**src/rtl/regfile_wb_arbiter_if.sv**
```systemverilog
// Writeback request bus between the execute/memory requesters and the
// register-file write arbiter. It carries the two writeback handshakes, the
// load reservation strobe and the decode operand busy lookups.
interface regfile_wb_arbiter_if #(
  parameter int ADDR_W = 5,
  parameter int DATA_W = 32
);
  // Requester 0: ALU result path
  logic              ReqValid0;
  logic [ADDR_W-1:0] ReqAddr0;
  logic [DATA_W-1:0] ReqData0;
  logic              ReqReady0;
  // Requester 1: load/LSU return path
  logic              ReqValid1;
  logic [ADDR_W-1:0] ReqAddr1;
  logic [DATA_W-1:0] ReqData1;
  logic              ReqReady1;
  // Load issue reservation
  logic              ResvValid;
  logic [ADDR_W-1:0] ResvAddr;
  // Decode operand lookups
  logic [ADDR_W-1:0] AddressA;
  logic [ADDR_W-1:0] AddressB;
  logic              BusyA;
  logic              BusyB;

  modport master (
    output ReqValid0, ReqAddr0, ReqData0,
    input  ReqReady0,
    output ReqValid1, ReqAddr1, ReqData1,
    input  ReqReady1,
    output ResvValid, ResvAddr,
    output AddressA, AddressB,
    input  BusyA, BusyB
  );

  modport slave (
    input  ReqValid0, ReqAddr0, ReqData0,
    output ReqReady0,
    input  ReqValid1, ReqAddr1, ReqData1,
    output ReqReady1,
    input  ResvValid, ResvAddr,
    input  AddressA, AddressB,
    output BusyA, BusyB
  );
endinterface

```
**src/rtl/regfile_wb_arbiter.sv**
```systemverilog
// Register-file write-port owner. Round-robin arbitrates the ALU and load
// writeback requesters, registers the winning write into DataD/AddressD with a
// one-cycle strobe, and tracks outstanding loads in a pending scoreboard so
// decode can stall and ALU writes stay ordered behind loads to the same reg.
module regfile_wb_arbiter #(
  parameter int NUM_REGS = 32,
  parameter int ADDR_W   = 5,
  parameter int DATA_W   = 32
) (
  input  logic                clk,
  input  logic                rst_n,
  regfile_wb_arbiter_if.slave wb,
  output logic                RegWriteEnable,
  output logic [ADDR_W-1:0]   AddressD,
  output logic [DATA_W-1:0]   DataD,
  output logic [NUM_REGS-1:0] Pending
);

  localparam logic [ADDR_W-1:0]   ADDR_ZERO = {ADDR_W{1'b0}};
  localparam logic [NUM_REGS-1:0] ONE_HOT0  = {{(NUM_REGS-1){1'b0}}, 1'b1};

  // Scoreboard, round-robin pointer (1 = requester 1 was granted last) and
  // write stage registers.
  logic [NUM_REGS-1:0] pending_q, pending_d;
  logic                last_q, last_d;
  logic                we_q, we_d;
  logic [ADDR_W-1:0]   addr_q, addr_d;
  logic [DATA_W-1:0]   data_q, data_d;

  logic                elig0_s, elig1_s;
  logic                grant0_s, grant1_s;
  logic [NUM_REGS-1:0] set_s, clr_s;

  // Eligibility and round-robin grant; grants are forced low during reset.
  always_comb begin
    elig0_s  = wb.ReqValid0 &&
               ((wb.ReqAddr0 == ADDR_ZERO) || !pending_q[wb.ReqAddr0]);
    elig1_s  = wb.ReqValid1;
    grant0_s = 1'b0;
    grant1_s = 1'b0;
    if (!rst_n) begin
      grant0_s = 1'b0;
      grant1_s = 1'b0;
    end else if (elig0_s && elig1_s) begin
      // Tie: the side not granted last wins.
      grant0_s = last_q;
      grant1_s = !last_q;
    end else begin
      grant0_s = elig0_s;
      grant1_s = elig1_s;
    end
  end

  assign wb.ReqReady0 = grant0_s;
  assign wb.ReqReady1 = grant1_s;

  // Scoreboard next state: load grant clears, reservation sets (set wins), reg 0 never pending.
  always_comb begin
    clr_s     = grant1_s ? (ONE_HOT0 << wb.ReqAddr1) : {NUM_REGS{1'b0}};
    set_s     = wb.ResvValid ? (ONE_HOT0 << wb.ResvAddr) : {NUM_REGS{1'b0}};
    pending_d = ((pending_q & ~clr_s) | set_s) & ~ONE_HOT0;
  end

  // Write stage next state and pointer update; writes to reg 0 are swallowed.
  always_comb begin
    we_d   = 1'b0;
    addr_d = addr_q;
    data_d = data_q;
    last_d = last_q;
    if (grant0_s) begin
      last_d = 1'b0;
      if (wb.ReqAddr0 != ADDR_ZERO) begin
        we_d   = 1'b1;
        addr_d = wb.ReqAddr0;
        data_d = wb.ReqData0;
      end else begin
        we_d   = 1'b0;
      end
    end else if (grant1_s) begin
      last_d = 1'b1;
      if (wb.ReqAddr1 != ADDR_ZERO) begin
        we_d   = 1'b1;
        addr_d = wb.ReqAddr1;
        data_d = wb.ReqData1;
      end else begin
        we_d   = 1'b0;
      end
    end else begin
      we_d   = 1'b0;
    end
  end

  // State registers; reset discards reservations and any in-flight write.
  always_ff @(posedge clk or negedge rst_n) begin
    if (!rst_n) begin
      pending_q <= {NUM_REGS{1'b0}};
      last_q    <= 1'b1;
      we_q      <= 1'b0;
      addr_q    <= ADDR_ZERO;
      data_q    <= {DATA_W{1'b0}};
    end else begin
      pending_q <= pending_d;
      last_q    <= last_d;
      we_q      <= we_d;
      addr_q    <= addr_d;
      data_q    <= data_d;
    end
  end

  assign RegWriteEnable = we_q;
  assign AddressD       = addr_q;
  assign DataD          = data_q;
  assign Pending        = pending_q;

  // Operand busy lookups read the current scoreboard, so a load already in
  // the write stage no longer reports busy.
  assign wb.BusyA = pending_q[wb.AddressA];
  assign wb.BusyB = pending_q[wb.AddressB];

endmodule
```
**src/flat_wrapper.sv**
```systemverilog
// flat-port wrapper written by rule: the top's interface ports become plain ports
module regfile_wb_arbiter_flat 
#(
  parameter int NUM_REGS = 32,
  parameter int ADDR_W   = 5,
  parameter int DATA_W   = 32
)
  (clk, rst_n, RegWriteEnable, AddressD, DataD, Pending, wb_ReqValid0, wb_ReqAddr0, wb_ReqData0, wb_ReqReady0, wb_ReqValid1, wb_ReqAddr1, wb_ReqData1, wb_ReqReady1, wb_ResvValid, wb_ResvAddr, wb_AddressA, wb_AddressB, wb_BusyA, wb_BusyB);
  regfile_wb_arbiter_if #(.ADDR_W(ADDR_W), .DATA_W(DATA_W)) wb_i ();
  input  logic clk;
  input  logic rst_n;
  output logic RegWriteEnable;
  output logic [ADDR_W-1:0] AddressD;
  output logic [DATA_W-1:0] DataD;
  output logic [NUM_REGS-1:0] Pending;
  input wire logic [$bits(wb_i.ReqValid0)-1:0] wb_ReqValid0;
  input wire logic [$bits(wb_i.ReqAddr0)-1:0] wb_ReqAddr0;
  input wire logic [$bits(wb_i.ReqData0)-1:0] wb_ReqData0;
  output wire logic [$bits(wb_i.ReqReady0)-1:0] wb_ReqReady0;
  input wire logic [$bits(wb_i.ReqValid1)-1:0] wb_ReqValid1;
  input wire logic [$bits(wb_i.ReqAddr1)-1:0] wb_ReqAddr1;
  input wire logic [$bits(wb_i.ReqData1)-1:0] wb_ReqData1;
  output wire logic [$bits(wb_i.ReqReady1)-1:0] wb_ReqReady1;
  input wire logic [$bits(wb_i.ResvValid)-1:0] wb_ResvValid;
  input wire logic [$bits(wb_i.ResvAddr)-1:0] wb_ResvAddr;
  input wire logic [$bits(wb_i.AddressA)-1:0] wb_AddressA;
  input wire logic [$bits(wb_i.AddressB)-1:0] wb_AddressB;
  output wire logic [$bits(wb_i.BusyA)-1:0] wb_BusyA;
  output wire logic [$bits(wb_i.BusyB)-1:0] wb_BusyB;
  assign wb_i.ReqValid0 = wb_ReqValid0;
  assign wb_i.ReqAddr0 = wb_ReqAddr0;
  assign wb_i.ReqData0 = wb_ReqData0;
  assign wb_ReqReady0 = wb_i.ReqReady0;
  assign wb_i.ReqValid1 = wb_ReqValid1;
  assign wb_i.ReqAddr1 = wb_ReqAddr1;
  assign wb_i.ReqData1 = wb_ReqData1;
  assign wb_ReqReady1 = wb_i.ReqReady1;
  assign wb_i.ResvValid = wb_ResvValid;
  assign wb_i.ResvAddr = wb_ResvAddr;
  assign wb_i.AddressA = wb_AddressA;
  assign wb_i.AddressB = wb_AddressB;
  assign wb_BusyA = wb_i.BusyA;
  assign wb_BusyB = wb_i.BusyB;
  regfile_wb_arbiter #(.NUM_REGS(NUM_REGS), .ADDR_W(ADDR_W), .DATA_W(DATA_W)) u_core (.clk(clk), .rst_n(rst_n), .wb(wb_i), .RegWriteEnable(RegWriteEnable), .AddressD(AddressD), .DataD(DataD), .Pending(Pending));
endmodule
```
**config.mk**
```make
export PLATFORM = sky130hd
export DESIGN_NAME = regfile_wb_arbiter_flat
export DESIGN_NICKNAME = d
export VERILOG_FILES = /design/src/rtl/regfile_wb_arbiter_if.sv /design/src/rtl/regfile_wb_arbiter.sv /design/src/flat_wrapper.sv
export SDC_FILE = /design/constraint.sdc
export NUM_CORES = 1
export LEC_CHECK = 0
export CAP_MARGIN = 40
export CORE_MARGIN = 1.5
export CORE_UTILIZATION = 44
export CTS_CLUSTER_SIZE = 28
export DETAILED_ROUTE_END_ITERATION = 6
export PLACE_DENSITY = 0.77
export SETUP_SLACK_MARGIN = 0.4
export SYNTH_ARGS = -nofsm -noshare
export SYNTH_HDL_FRONTEND = slang
export SYNTH_SLANG_ARGS = --single-unit
```
**constraint.sdc**
```tcl
create_clock -name clk -period 3.5 [get_ports clk]
set_input_delay 0.525 -clock clk [delete_from_list [all_inputs] [get_ports clk]]
set_output_delay 0.525 -clock clk [all_outputs]
set_load 0.01 [all_outputs]
```
==> metrics.yaml, run 1 <==
cts_buffer_depth: 2
dp_hpwl_um: 10100
ant_nets: 0
numClockSinks: 70
tightest_slew_ns: 0.693
slew_headroom: 0.538
fin_worst_skew_ns: 0.0132
period_share: 0.872
cp.arrival_ns: 2.53
yosys_warnings: 0
setup-violations-final: 0
min_period_ns: 3.05
grt_max_degree: 56
postSynthCellCount: 349
rsz0062_at_grt: "false"
grt_pass1_vias: 3816
start_util: 0.457
placed_cell_area_um2: 6140
first_iter_violations: 380
fin_area_um2: 6430
hp-class: "in -> async"
area_delta_synth_final_pct: 51.5
synth.yosys.seq_area_share: 0.413
via_count: 3730
cts_tree: "built"
wl_um: 13400
routedWlPerCell_um: 20.5
post-place-ws_ns: 0.0675
antenna_found_initial: 0
fin_setup_tns_ns: 0
ys_top_cells_by_area: "dfrtp_1 41%, mux2_2 14%, mux4_2 13%"
fin_hold_ws_ns: 0.0407
synth.largest_area_cell: "dfrtp_1"
cts_hold_buf: 0
finalHoldViolations: 0
drv_cap: 0
vdd_drop_max_mv: 0.253
die_y_um: 101
synth_edf_count: 0
cts_made_buffers: 9
fp.dieW_um: 101
clock_latency_ns: 0.35
outcome: "finished clean"
setup_ws_ns: 0.449
synth-seq-cells: 70
timing.fmax_mhz: 328
grtUsageTotal: 0.268
nets: 618
grt_remaining_overflow: 0
globalplace.congestion: 0.928
coreArea_um2: 9280
p_leak_nw: 2.53
cts-root-buf: "clkbuf_8"
crit_type: "in -> out"
yosys.cell_types.count: 40
via_per_inst: 5.68
worst_setup_path_end_kind: "output port"
netlist_area_um2: 4250
yosys-top-cells-count: "69 x dfrtp_1, 51 x mux2_2, 44 x o21ai_0"
clk_pin_slew_ns: 0.08
drv_slew: 0
layout-drive-gt1-share: 0.269
avgSynthCellArea_um2: 12.2
synthMostInstantiatedCell: "dfrtp_1"
io_pins: 168
stdcell_count: 657
grt_pass1_wl_um: 20500
antenna_cells: 0
synth_flop_cell: "dfrtp_1"
io_buffers: 166
dr.pass1.iters: 5
cp_max_fo: 4
reg2reg_depth: 8
cts_max_level: 3
drc_errors: 0
start_kind: "input pin"
cp.required_ns: 2.97
rows: 35
synth_nets: 443
dieArea_um2: 10200
ys_async_sr_fraction: 1.00
dp_cells: 637
powerDensity_nw_per_um2: 506
synth_top_area_frac: 0.407
## state kept, by name, indices dropped and copies added (netlist names)
register / count
u_core.RegWriteEnable: 1
u_core.AddressD: 5
u_core.last_q: 1
u_core.Pending: 31
u_core.DataD: 32
## metal layers
layer	track usage	vias up	routed length (um)
met4	0.103	0	308
met1	0.351	1860	5340
met2	0.440	174	6850
met3	0.0559	25	944
li1	-	1671	-
met5	0	-	0
## where the power goes
part / internal, mW / total [mW] / leakage, nW / switching (mW)
registers: 1.02 / 1.25 / 0.811 / 0.231
clock network: 0.394 / 0.690 / 0.106 / 0.296
logic: 0.838 / 1.32 / 1.61 / 0.477
## repair_timing
item	CTS	global route
endpoints found under the setup margin	4	4
hold endpoints to repair	0	0
setup buffers	3	0
resized for setup	11	6
pin swaps	2	2
gates cloned	2	0
## worst paths after layout
kind | from | to | slack, ns
max | wb_AddressA[0] | wb_BusyA | 0.45
min | rst_n | u_core.DataD[4] | 0.04
max reg2reg | u_core.Pending[6] | u_core.AddressD[0] | 0.79
min reg2reg | u_core.DataD[3] | u_core.DataD[3] | 0.51
max in group asynchronous | rst_n | u_core.Pending[12] | 2.49
min in group clk | u_core.DataD[3] | u_core.DataD[3] | 0.51
## per-stage QoR
step | util | power, mW
final | 0.693 | 3.25
after global routing | 0.693 | 3.40
after CTS | 0.692 | 3.26
after detailed placement | 0.662 | 2.56
after global placement | 0.662 | 2.53
after floorplan | - | 1.80
## logic make-up (layout without fill, tap and decap cells)
kind of cell           Yosys count  in the layout  share of synthesized area
other                            1              1                   0.000883
AND/OR/NAND/NOR                 66             66                     0.0740
buffers and inverters           31            210                     0.0377
flip-flops                      70             70                      0.413
AO/OA/AOI/OAI                   76             76                      0.116
multiplexers                   105            105                      0.358
## placed cells by master (no fill, tap or decap), types with 2 or more instances in the layout
master / netlist / routed
a221oi_2: 1 / 2
buf_12: 0 / 5
buf_4: 6 / 14
bufbuf_16: 0 / 2
bufinv_16: 0 / 2
clkbuf_8: 0 / 9
clkdlybuf4s15_1: 0 / 2
clkdlybuf4s50_1: 0 / 158
clkinv_2: 0 / 3
dfrtp_1: 69 / 69
dlygate4sd2_1: 0 / 3
inv_1: 8 / 8
mux2_1: 9 / 9
mux2_2: 51 / 51
mux2_4: 19 / 19
mux2i_1: 2 / 2
mux4_2: 24 / 24
nand2_1: 27 / 27
nand2b_1: 5 / 5
nand3_1: 9 / 9
nand3b_1: 2 / 2
nor2_1: 9 / 9
nor2b_1: 5 / 5
nor3_1: 3 / 3
nor3b_1: 3 / 3
o21ai_0: 44 / 43
o221ai_1: 2 / 2
o22ai_1: 2 / 2
o31ai_1: 8 / 8
o41ai_1: 9 / 9
## final cells by class
cell class | count | area [um^2]
Clock buffer | 10 | 128
Clock inverter | 5 | 75.1
Fill cell | 712 | 2850
Inverter | 8 | 30.0
Multi-Input combinational cell | 248 | 2360
Sequential cell | 70 | 1750
Tap cell | 129 | 161
Timing Repair Buffer | 187 | 1920
## critical path: stages
cell	delay, ns
clkdlybuf4s15_1	0.24
bufbuf_16	0.28
mux4_2	0.48
mux4_2	0.45
mux2_2	0.26
dlygate4sd2_1	0.28
Note: power is estimated with default switching activity, not from simulation.
==> run 2: changes to the inputs <==
--- a/config.mk
+++ b/config.mk
@@ -10,7 +10,8 @@
 export CORE_UTILIZATION = 44
 export CTS_CLUSTER_SIZE = 28
 export DETAILED_ROUTE_END_ITERATION = 6
-export PLACE_DENSITY = 0.77
+export GPL_TIMING_DRIVEN = 0
+export PLACE_DENSITY = 0.85
 export SETUP_SLACK_MARGIN = 0.4
 export SYNTH_ARGS = -nofsm -noshare
 export SYNTH_HDL_FRONTEND = slang
==> metrics.yaml, run 2 (synthesized netlist as in run 1, its figures left out) <==
outcome: "finished clean"
period_share: 0.870  # -0.00202
dp_hpwl_um: 10200  # +1.1%
cts_buffer_depth: 2  # unchanged
drc_errors: 0  # unchanged
rows: 35  # unchanged
cts_hold_buf: 0  # unchanged
fin_worst_skew_ns: 0.0166  # +0.00343 ns
cts_max_level: 3  # unchanged
dr.pass1.iters: 5  # unchanged
nets: 626  # +1.3%
drv_slew: 0  # unchanged
min_period_ns: 3.04  # -0.00707 ns
cp.required_ns: 2.97  # about the same
wl_um: 13400  # about the same
rsz0062_at_grt: "false"
cp.arrival_ns: 2.52  # about the same
antenna_found_initial: 0  # unchanged
grtUsageTotal: 0.259  # -0.00864
p_leak_nw: 2.54  # +0.46%
critPathMaxStageDelay_ns: 0.50  # +0.02 ns
fp.dieW_um: 101  # unchanged
start_util: 0.457  # unchanged
grt_pass1_vias: 3946  # +3.4%
cts-root-buf: "clkbuf_8"
slowest_stage: "mux4_2"
fin_area_um2: 6440  # about the same
via_per_inst: 5.81  # +2.3%
globalplace.congestion: 0.884  # -4.8%
cp_top_family: "multiplexers"
final_common_cell: "clkdlybuf4s50_1"
io_buffers: 160  # -3.6%
routedWlPerCell_um: 20.2  # -1.4%
start_kind: "register"
finalCoreUtilization: 0.693  # about the same
largest_reg_flops: 32  # unchanged
slew_headroom: 0.514  # -0.0237
crit_chain: "mux4_2 -> mux4_2 -> mux2_2 -> clkdlybuf4s50_1"
via_count: 3867  # +3.7%
layout-drive-gt1-share: 0.289  # +0.0197
dieArea_um2: 10200  # unchanged
post-place-ws_ns: -0.541  # -0.609 ns
first_iter_violations: 351  # -7.6%
cp_common_cell: "mux4_2"
grt_max_degree: 61  # +8.9%
fin_hold_ws_ns: 0.0283  # -0.0125 ns
io_pins: 168  # unchanged
clk_pin_slew_ns: 0.08  # about the same
clock_latency_ns: 0.36  # about the same
setup_ws_ns: 0.456  # +0.00707 ns
critPathBufInv: 1  # -2
antenna_cells: 0  # unchanged
grt_remaining_overflow: 0  # unchanged
setup-violations-final: 0  # unchanged
coreArea_um2: 9280  # unchanged
worst_setup_path_end_kind: "output port"
powerDensity_nw_per_um2: 526  # +4.0%
area_delta_synth_final_pct: 51.6  # about the same
placed_cell_area_um2: 6030  # -1.8%
crit_type: "reg -> out"
tightest_slew_ns: 0.723  # +0.0300 ns
drv_cap: 0  # unchanged
vdd_drop_max_mv: 0.293  # +16%
final_cell_mix: "154 x clkdlybuf4s50_1, 68 x dfrtp_1, 51 x mux2_2"
timing.fmax_mhz: 329  # +0.23%
finalHoldViolations: 0  # unchanged
p_total_mw: 3.39  # +4.0%
cp_max_fo: 5  # +1
hp-class: "in -> async"
ant_nets: 0  # unchanged
numClockSinks: 70  # unchanged
cts_made_buffers: 9  # unchanged
cts_tree: "built"
grt_pass1_wl_um: 20200  # -1.4%
die_y_um: 101  # unchanged
run 2: path summary, 6_finish.rpt:
path | start | endpoint | slack (ns) | cells past startpoint
min in group clk | u_core.DataD[13] | u_core.DataD[13] | 0.51 | 1
min | rst_n | u_core.Pending[11] | 0.03 | 1
min reg2reg | u_core.DataD[13] | u_core.DataD[13] | 0.51 | 1
max | u_core.Pending[7] | wb_BusyA | 0.46 | 4
max reg2reg | u_core.Pending[17] | u_core.DataD[9] | 0.66 | 9
max in group asynchronous | rst_n | u_core.last_q | 2.87 | 2
run 2: layout make-up:
type | instances | area, um^2
Clock buffer | 9 | 124
Multi-Input combinational cell | 248 | 2380
Inverter | 8 | 30.0
Buffer | 23 | 173
Clock inverter | 7 | 120
Fill cell | 689 | 2850
Tap cell | 129 | 161
Timing Repair Buffer | 172 | 1700
Sequential cell | 70 | 1750
run 2: report_power, final:
group	total [mW]	switching, mW	leakage, nW	internal [mW]
registers	1.23	0.217	0.811	1.02
logic	1.35	0.502	1.61	0.844
clock network	0.805	0.328	0.120	0.477
total	3.39	1.05	2.54	2.34
run 2: layer usage:
metal  up-vias  part of all wire  track usage
li1       1692                 -            -
met1      1898              0.37        0.320
met2       235              0.52        0.449
met3        42             0.076       0.0352
met4         0             0.032        0.128
met5         -                 0            0
run 2: per-stage QoR:
step	std cells	TNS [ns]
floorplan	349	0
global placement	638	-143.80
detailed placement	639	-3.52
CTS	663	0
global route	666	0
finish	666	0
run 2: timing repair:
| action | CTS | global route |
|---|---|---|
| pin swaps | 2 | 2 |
| resized for setup | 20 | 15 |
| setup endpoints to repair | 32 | 24 |
| cloned | 0 | 1 |
| buffers inserted | 8 | 2 |
run 2: worst register-to-register path, delay by kind of cell, from the launching register on:
family / cells / cell delay [ns]
muxes: 3 / 1.13
AOI/OAI and AO/OA: 3 / 0.59
buffers and inverters: 3 / 0.53
DFF: 1 / 0.47
